===== src/rtl/dds_wave_sched.sv =====
// Purpose : DDS waveform scheduler: walks the one-hot wave_select through sine,
//           square, triangle, saw, off using a dwell timer or a manual advance
//           pulse, owns the frequency word and pulses phase_clr on each change.
// Ports   : sys_clk/sys_rst (async active-high); start/stop/key_next/key_freq
//           pulses; auto_en/hold levels; wave_select, freq_word, phase_clr,
//           wave_valid registered outputs.
// Latency : an event in cycle N shows the new wave_select + phase_clr in N+1, RUN in N+2.
// Option  : DDS_SCHED_SKIP_OFF_EN drops the off slot (4-slot sequence, saw -> sine).
module dds_wave_sched #(
    parameter int              DWELL_CYC  = 400000,
    parameter int              FW_W       = 32,
    parameter logic [FW_W-1:0] FW_DEFAULT = 32'd85899,
    parameter logic [FW_W-1:0] FW_STEP    = 32'd85899,
    parameter logic [FW_W-1:0] FW_MAX     = 32'd858993
) (
    input  logic            sys_clk,
    input  logic            sys_rst,
    input  logic            start,
    input  logic            stop,
    input  logic            key_next,
    input  logic            key_freq,
    input  logic            auto_en,
    input  logic            hold,
    output logic [3:0]      wave_select,
    output logic [FW_W-1:0] freq_word,
    output logic            phase_clr,
    output logic            wave_valid
);

    localparam logic [1:0] ST_IDLE   = 2'd0;
    localparam logic [1:0] ST_SWITCH = 2'd1;
    localparam logic [1:0] ST_RUN    = 2'd2;

`ifdef DDS_SCHED_SKIP_OFF_EN
    localparam logic [2:0] LAST_SLOT = 3'd3;
`else
    localparam logic [2:0] LAST_SLOT = 3'd4;
`endif
    localparam logic [2:0] OFF_SLOT  = 3'd4;

    localparam int              CNT_W    = (DWELL_CYC > 2) ? $clog2(DWELL_CYC) : 1;
    localparam logic [CNT_W-1:0] CNT_LAST = CNT_W'(DWELL_CYC - 1);

    localparam logic [FW_W:0] FW_MAX_X  = {1'b0, FW_MAX};
    localparam logic [FW_W:0] FW_STEP_X = {1'b0, FW_STEP};

    logic [1:0]       state;
    logic [2:0]       slot;
    logic [CNT_W-1:0] dwell_cnt;
    logic [2:0]       slot_nxt;
    logic             dwell_done;
    logic             advance;
    logic [FW_W:0]    fw_sum;

    function automatic logic [3:0] slot_onehot(input logic [2:0] s);
        case (s)
            3'd0:    slot_onehot = 4'b0001;
            3'd1:    slot_onehot = 4'b0010;
            3'd2:    slot_onehot = 4'b0100;
            3'd3:    slot_onehot = 4'b1000;
            default: slot_onehot = 4'b0000;
        endcase
    endfunction

    assign slot_nxt   = (slot == LAST_SLOT) ? 3'd0 : slot + 3'd1;
    assign dwell_done = auto_en && !hold && (dwell_cnt == CNT_LAST);
    // key_next and dwell expiry together still produce a single advance.
    assign advance    = key_next || dwell_done;
    // One extra bit so the step can never wrap before the limit compare.
    assign fw_sum     = {1'b0, freq_word} + FW_STEP_X;

    always_ff @(posedge sys_clk or posedge sys_rst) begin
        if (sys_rst) begin
            state       <= ST_IDLE;
            slot        <= 3'd0;
            dwell_cnt   <= '0;
            wave_select <= 4'b0000;
            phase_clr   <= 1'b0;
            wave_valid  <= 1'b0;
        end else begin
            case (state)
                ST_IDLE: begin
                    wave_valid <= 1'b0;
                    if (start) begin
                        state       <= ST_SWITCH;
                        slot        <= 3'd0;
                        dwell_cnt   <= '0;
                        wave_select <= slot_onehot(3'd0);
                        phase_clr   <= 1'b1;
                    end else begin
                        wave_select <= 4'b0000;
                        phase_clr   <= 1'b0;
                    end
                end
                ST_SWITCH: begin
                    phase_clr <= 1'b0;
                    dwell_cnt <= '0;
                    if (stop) begin
                        state       <= ST_IDLE;
                        wave_select <= 4'b0000;
                        wave_valid  <= 1'b0;
                    end else begin
                        state      <= ST_RUN;
                        wave_valid <= (slot != OFF_SLOT);
                    end
                end
                ST_RUN: begin
                    if (stop) begin
                        state       <= ST_IDLE;
                        wave_select <= 4'b0000;
                        wave_valid  <= 1'b0;
                        phase_clr   <= 1'b0;
                    end else if (advance) begin
                        state       <= ST_SWITCH;
                        slot        <= slot_nxt;
                        dwell_cnt   <= '0;
                        wave_select <= slot_onehot(slot_nxt);
                        phase_clr   <= 1'b1;
                        wave_valid  <= 1'b0;
                    end else begin
                        phase_clr <= 1'b0;
                        // Saturates at the last count so auto_en=0 just parks here.
                        if (!hold && (dwell_cnt != CNT_LAST)) begin
                            dwell_cnt <= dwell_cnt + 1'b1;
                        end
                    end
                end
                default: begin
                    state       <= ST_IDLE;
                    wave_select <= 4'b0000;
                    phase_clr   <= 1'b0;
                    wave_valid  <= 1'b0;
                end
            endcase
        end
    end

    always_ff @(posedge sys_clk or posedge sys_rst) begin
        if (sys_rst) begin
            freq_word <= FW_DEFAULT;
        end else if (key_freq) begin
            if (fw_sum > FW_MAX_X) begin
                freq_word <= FW_DEFAULT;
            end else begin
                freq_word <= fw_sum[FW_W-1:0];
            end
        end
    end

endmodule


===== config.mk =====
export PLATFORM = sky130hd
export DESIGN_NAME = dds_wave_sched
export DESIGN_NICKNAME = d
export VERILOG_FILES = /design/src/rtl/dds_wave_sched.sv
export SDC_FILE = /design/constraint.sdc
export NUM_CORES = 1
export LEC_CHECK = 0
export ABC_AREA = 1
export CELL_PAD_IN_SITES_DETAIL_PLACEMENT = 1
export CELL_PAD_IN_SITES_GLOBAL_PLACEMENT = 1
export CORE_UTILIZATION = 45
export CTS_BUF_LIST = sky130_fd_sc_hd__clkbuf_2 sky130_fd_sc_hd__clkbuf_4 sky130_fd_sc_hd__clkbuf_8
export DETAILED_ROUTE_END_ITERATION = 10
export PLACE_DENSITY = 0.95
export SETUP_SLACK_MARGIN = 0.4
export SYNTH_ARGS = -nofsm -noshare
export SYNTH_HDL_FRONTEND = slang
export SYNTH_SLANG_ARGS = --single-unit

===== constraint.sdc =====
create_clock -name sys_clk -period 4.5 [get_ports sys_clk]
set_input_delay 0.9 -clock sys_clk [delete_from_list [all_inputs] [get_ports sys_clk]]
set_output_delay 0.9 -clock sys_clk [all_outputs]
set_load 0.05 [all_outputs]

* Word level (Yosys, flattened, before mapping) *
Index checks and enable logic that the tools add are counted.

storage, ports and cells
  register bits after elaboration = 62
  latch bits = 0
  bits in writable memories = 0
  ROM bits = 0
  input bits = 8
  output and inout port bits = 38
  logic and storage cells = 69
  memories kept = 0

operators by class
  add/sub/neg operators = 3
  multipliers = 0
  divide/modulo/power cells = 0
  order comparisons = 1
  equal/unequal tests = 15
  shifts and indexed selects = 0
  multiplexer cells = 30
  bitwise gates (word level) = 0
  reductions and logical operators = 13

operators by type and width
  cell                                                  number
  2-to-1 mux 19 bit                                     4
  case mux 19 bit (3 select lines)                      1
  adder 32 x 17 -> 33 bit, second input constant        1
  > comparator 33 x 20 -> 1 bit, second input constant  1
  2-to-1 mux 32 bit                                     1
  adder 19 x 1 -> 19 bit, second input constant         1
  equality test 19 bit, second input constant           1
  inequality test 19 bit, second input constant         1
  case mux 4 bit (4 select lines)                       1
  2-to-1 mux 3 bit                                      4
  2-to-1 mux 4 bit                                      3
  case mux 4 bit (3 select lines)                       1
  inequality test 3 bit, second input constant          3
  2-to-1 mux 2 bit                                      4
  inequality test 2 bit, second input constant          4
  AND reduction 4 bit                                   2
  2-to-1 mux 1 bit                                      7
  equality test 3 x 2 -> 1 bit, second input constant   2
  case mux 2 bit (3 select lines)                       1
  case mux 3 bit (2 select lines)                       1
  case mux 1 bit (2 select lines)                       2
  AND reduction 2 bit                                   2
  adder 3 x 1 -> 3 bit, second input constant           1
  equality test 3 x 1 -> 1 bit, second input constant   1
  other kinds (10)                                      12

* Longest topological paths before layout *
  word-level depth = 7
  depth in mapped cells = 20
  gate-level depth less buffers = 19

* Worst setup path before layout *
No wires, ideal clock.

  path kind = reg-to-reg
  from = register freq_word[0]
  to = register freq_word[11]
  setup time = 79 ps
  data arrival time = 2438 ps
  required time = 4421 ps
  slack = 1983 ps
  cell stages (with the launch flop) = 20
  path buffers = 1
  period minus slack after synthesis = 2517 ps
  cells stage by stage = dfstp_2 -> inv_1 -> ha_1 -> inv_1 -> nand2_1 -> nand2_1 -> nand2_2 -> nand2_4 -> nand2_2 -> nand2_2 -> nand2_1 -> nand2_1 -> nand2_1 -> nor2_1 -> nand2_1 -> nor2_1 -> nand3_2 -> nand2_2 -> buf_6 -> a21oi_2

between the ends
  word-level cells in the longest chain between the ends = 3

ends and longest elaborated chain
  item                           line  RTL
  start: declaration             25    output logic [FW_W-1:0] freq_word,
  start signal: assignment       145   freq_word <= fw_sum[FW_W-1:0];
  adder 32 x 17 -> 33 bit (*)    70    assign fw_sum = {1'b0, freq_word} + FW_STEP_X;
  > comparator 33 x 20 -> 1 bit  142   if (fw_sum > FW_MAX_X) begin
  2-to-1 mux 32 bit (*)          142

Mark *: on every way between the ends. The rest lies on a longest branch, timed or not.
A chain may end at the register's enable or synchronous reset.

* Worst setup path in the final report *
  from = register freq_word[0]
  to = register freq_word[2]

Same word-level chain as after synthesis.

==> flow_summary.toml <==
[routing]
postRouteAntennaNets = 0
wl_um = 15800
first_pass_iters = 4
first_iter_violations = 267
wire_per_inst_um = 16.8
vias = 5195
viasPerCell = 5.52
drc = 0

[yosys]
synth-simple-area-share = 0.469
synth_area_um2 = 4790
synth.distinct_cells = 32
avgSynthCellArea_um2 = 6.31
ys_seq_area_frac = 0.327
yosys.area_share.adder = 0.0183
synth_mux_area_frac = 0
syn_nets = 774
synth_compound_area_frac = 0.0640
ys_top_cells_by_area = "dfrtp_1 27%, nand2_1 18%, nor2_1 9.2%"
yosysTopAreaCell = "dfrtp_1"
ys_seq_elements = 62
synth_cells = 759
ys_warn_count = 0
yosys.area.top_type_share = 0.272
synth_top_family_by_area = "simple AND/OR/NAND/NOR gates"
synthXorXnorAreaFrac = 0.0274

[timing]
grt_setup_unrepaired = "no"
setup-tns-final_ns = 0
final.period_utilization = 0.675
setup_viol = 0
clock_skew_ns = 0.0207
slew_headroom = 0.249
fmax_ghz = 0.329
worstMarginPinSlew_ns = 1.12
slew_viol_final = 0
finalHoldViolCount = 0
layout_min_cycle_time_ns = 3.04

[floorplan]
rows = 37
die_w_um = 105
start_util = 0.464
die_area_um2 = 11100
core_area_um2 = 10300
die_h_um = 105
io_pins = 46

[worst_setup_path]
crit_top_cell = "nand2_1"
critPathSlowestCell = "dfstp_2"
rr_worst_depth = 17
worstPathRequired_ns = 4.79
crit_chain = "inv_1, ha_1, inv_1, nand2_1, nand2_1, nand2_2, nand3_1, nand2_1, nor2_1, nand3_1, nor2_1, nand3b_1, nor2_1, nand3_1, nand2_2, nand2_1, nand2_1"
cp_max_fo = 20
end_kind = "flop"
cp.arrival_ns = 3.33
crit_type = "reg -> reg"
start_kind = "flop"
max_stage_delay_ns = 0.60

[pwr]
p_per_area_nw_per_um2 = 540
vdd_ir_drop_max_v = 0.000266
power.share.clock = 0.164
p_switching_mw = 1.61
switching_share = 0.542
power_frac_seq = 0.306
p_int_mw = 1.36
p_comb_frac = 0.530
cellLeakagePower_nw = 2.54

[cells_and_area]
fill_cells = 1458
fin_util = 0.534
mostFrequentLayoutCell = "nand2_1"
antenna_cells = 0
drive_gt1_frac = 0.108
final_cell_mix = "233 x nand2_1, 117 x nor2_1, 85 x inv_1"
syn_to_final_growth_pct = 15.0
final-seq-area_um2 = 1560
multi_input_area_um2 = 2770
nNetsFinal = 815

[cts]
cts.sinks = 62
cts_tree = "built"
postCtsSetupRepairBufs = 0
path_clk_slew_ns = 0.08
root_buffer = "clkbuf_8"
clock_path_buffers = 2
cts_buffers = 9
clk_latency_ns = 0.37
cts-resized-gates = 0
htree_levels = 3
hold_buffers = 0

[global_route]
grt_remaining_overflow = 0
antenna_found_initial = 0
grtUsageMet3 = 0.0505
grt_use_met2 = 0.554
grt_pass1_vias = 5521
grt_start_max_net_pins = 53
top_usage_layer = "met2"
grt_pass1_wl_um = 26600
use_met1 = 0.354
grtUsageTotal = 0.305

[min_path]
hold_path.class = "reg -> reg"
hold_depth = 2

[place]
io_buffers = 45
hpwl_um = 11800
place_congestion = 0.920

[status]
status = "complete, no violations"

[job]
maxCapViolCount = 0
-- cell type report --
cell class | count | area share
clock buffers | 10 | 0.0250
clock inverters | 6 | 0.00795
inverters | 95 | 0.0647
multi-input cells | 585 | 0.503
flip-flops and latches | 62 | 0.284
well taps | 136 | 0.0309
repair buffers | 47 | 0.0845
-- path summary, 6_finish.rpt --
kind                             endpoint  slack [ns]           start
max                          freq_word[2]        1.46    freq_word[0]
min                        wave_select[2]        0.50  wave_select[2]
max reg2reg                  freq_word[2]        1.46    freq_word[0]
min reg2reg                wave_select[2]        0.50  wave_select[2]
max in group asynchronous   freq_word[16]        2.48         sys_rst
min in group asynchronous   freq_word[28]        1.15         sys_rst
-- cells by family (layout without fill, tap and decap cells) --
group,after synthesis,in the layout
simple gates,511,511
buf+inv,112,158
flops,62,62
compound gates,52,52
xor+xnor,15,15
fa+ha+maj,7,7
-- synth_stat cells (all sizes together) --
cell type,number
inv,95
nand3,77
dfstp,10
ha,7
dfrtp,52
nor4,3
o21a,1
xor2,14
nand3b,7
o21ai,34
nor3,24
nand4,13
xnor2,1
nand2,254
clkbuf,8
nor2,131
nor3b,2
o211ai,1
buf,9
a21oi,16
-- routing by layer --
layer	routed length (um)	part of all wire
met1	6510	0.41
met4	432	0.027
met5	0	0
met3	708	0.045
met2	8160	0.52
-- registers in the layout (all words and copies together), names as in the netlist --
signal,count
slot,3
freq_word,32
phase_clr,1
dwell_cnt,19
wave_select,4
wave_valid,1
state,2
-- worst max-delay path, delay by kind of cell (launching register included) --
family | cells | cell delay (ns)
DFF | 1 | 0.60
buffers and inverters | 2 | 0.16
and+or+nand+nor | 14 | 1.97
adders and majority gates | 1 | 0.23
-- through the flow --
step,setup slack (ns),cells,cell area [um2],power (mW),hold WS (ns)
floorplan,1.98,759,4790,2.01,0.475
global placement,1.77,925,5330,2.38,0.468
detailed placement,1.56,925,5330,2.46,0.485
CTS,1.48,941,5510,2.97,0.505
global route,1.22,941,5510,3.15,0.536
finish,1.46,941,5510,2.98,0.502
-- power groups by stage --
| stage | Sequential (mW) | Combinational, mW | Clock [mW] |
|---|---|---|---|
| finish | 0.912 | 1.58 | 0.488 |
| global route | 0.931 | 1.71 | 0.513 |
| CTS | 0.909 | 1.57 | 0.491 |
| detailed placement | 0.918 | 1.54 | 0 |
| global placement | 0.902 | 1.48 | 0 |
| floorplan | 1.14 | 0.865 | 0 |
Power figures use the tool's default switching activity.
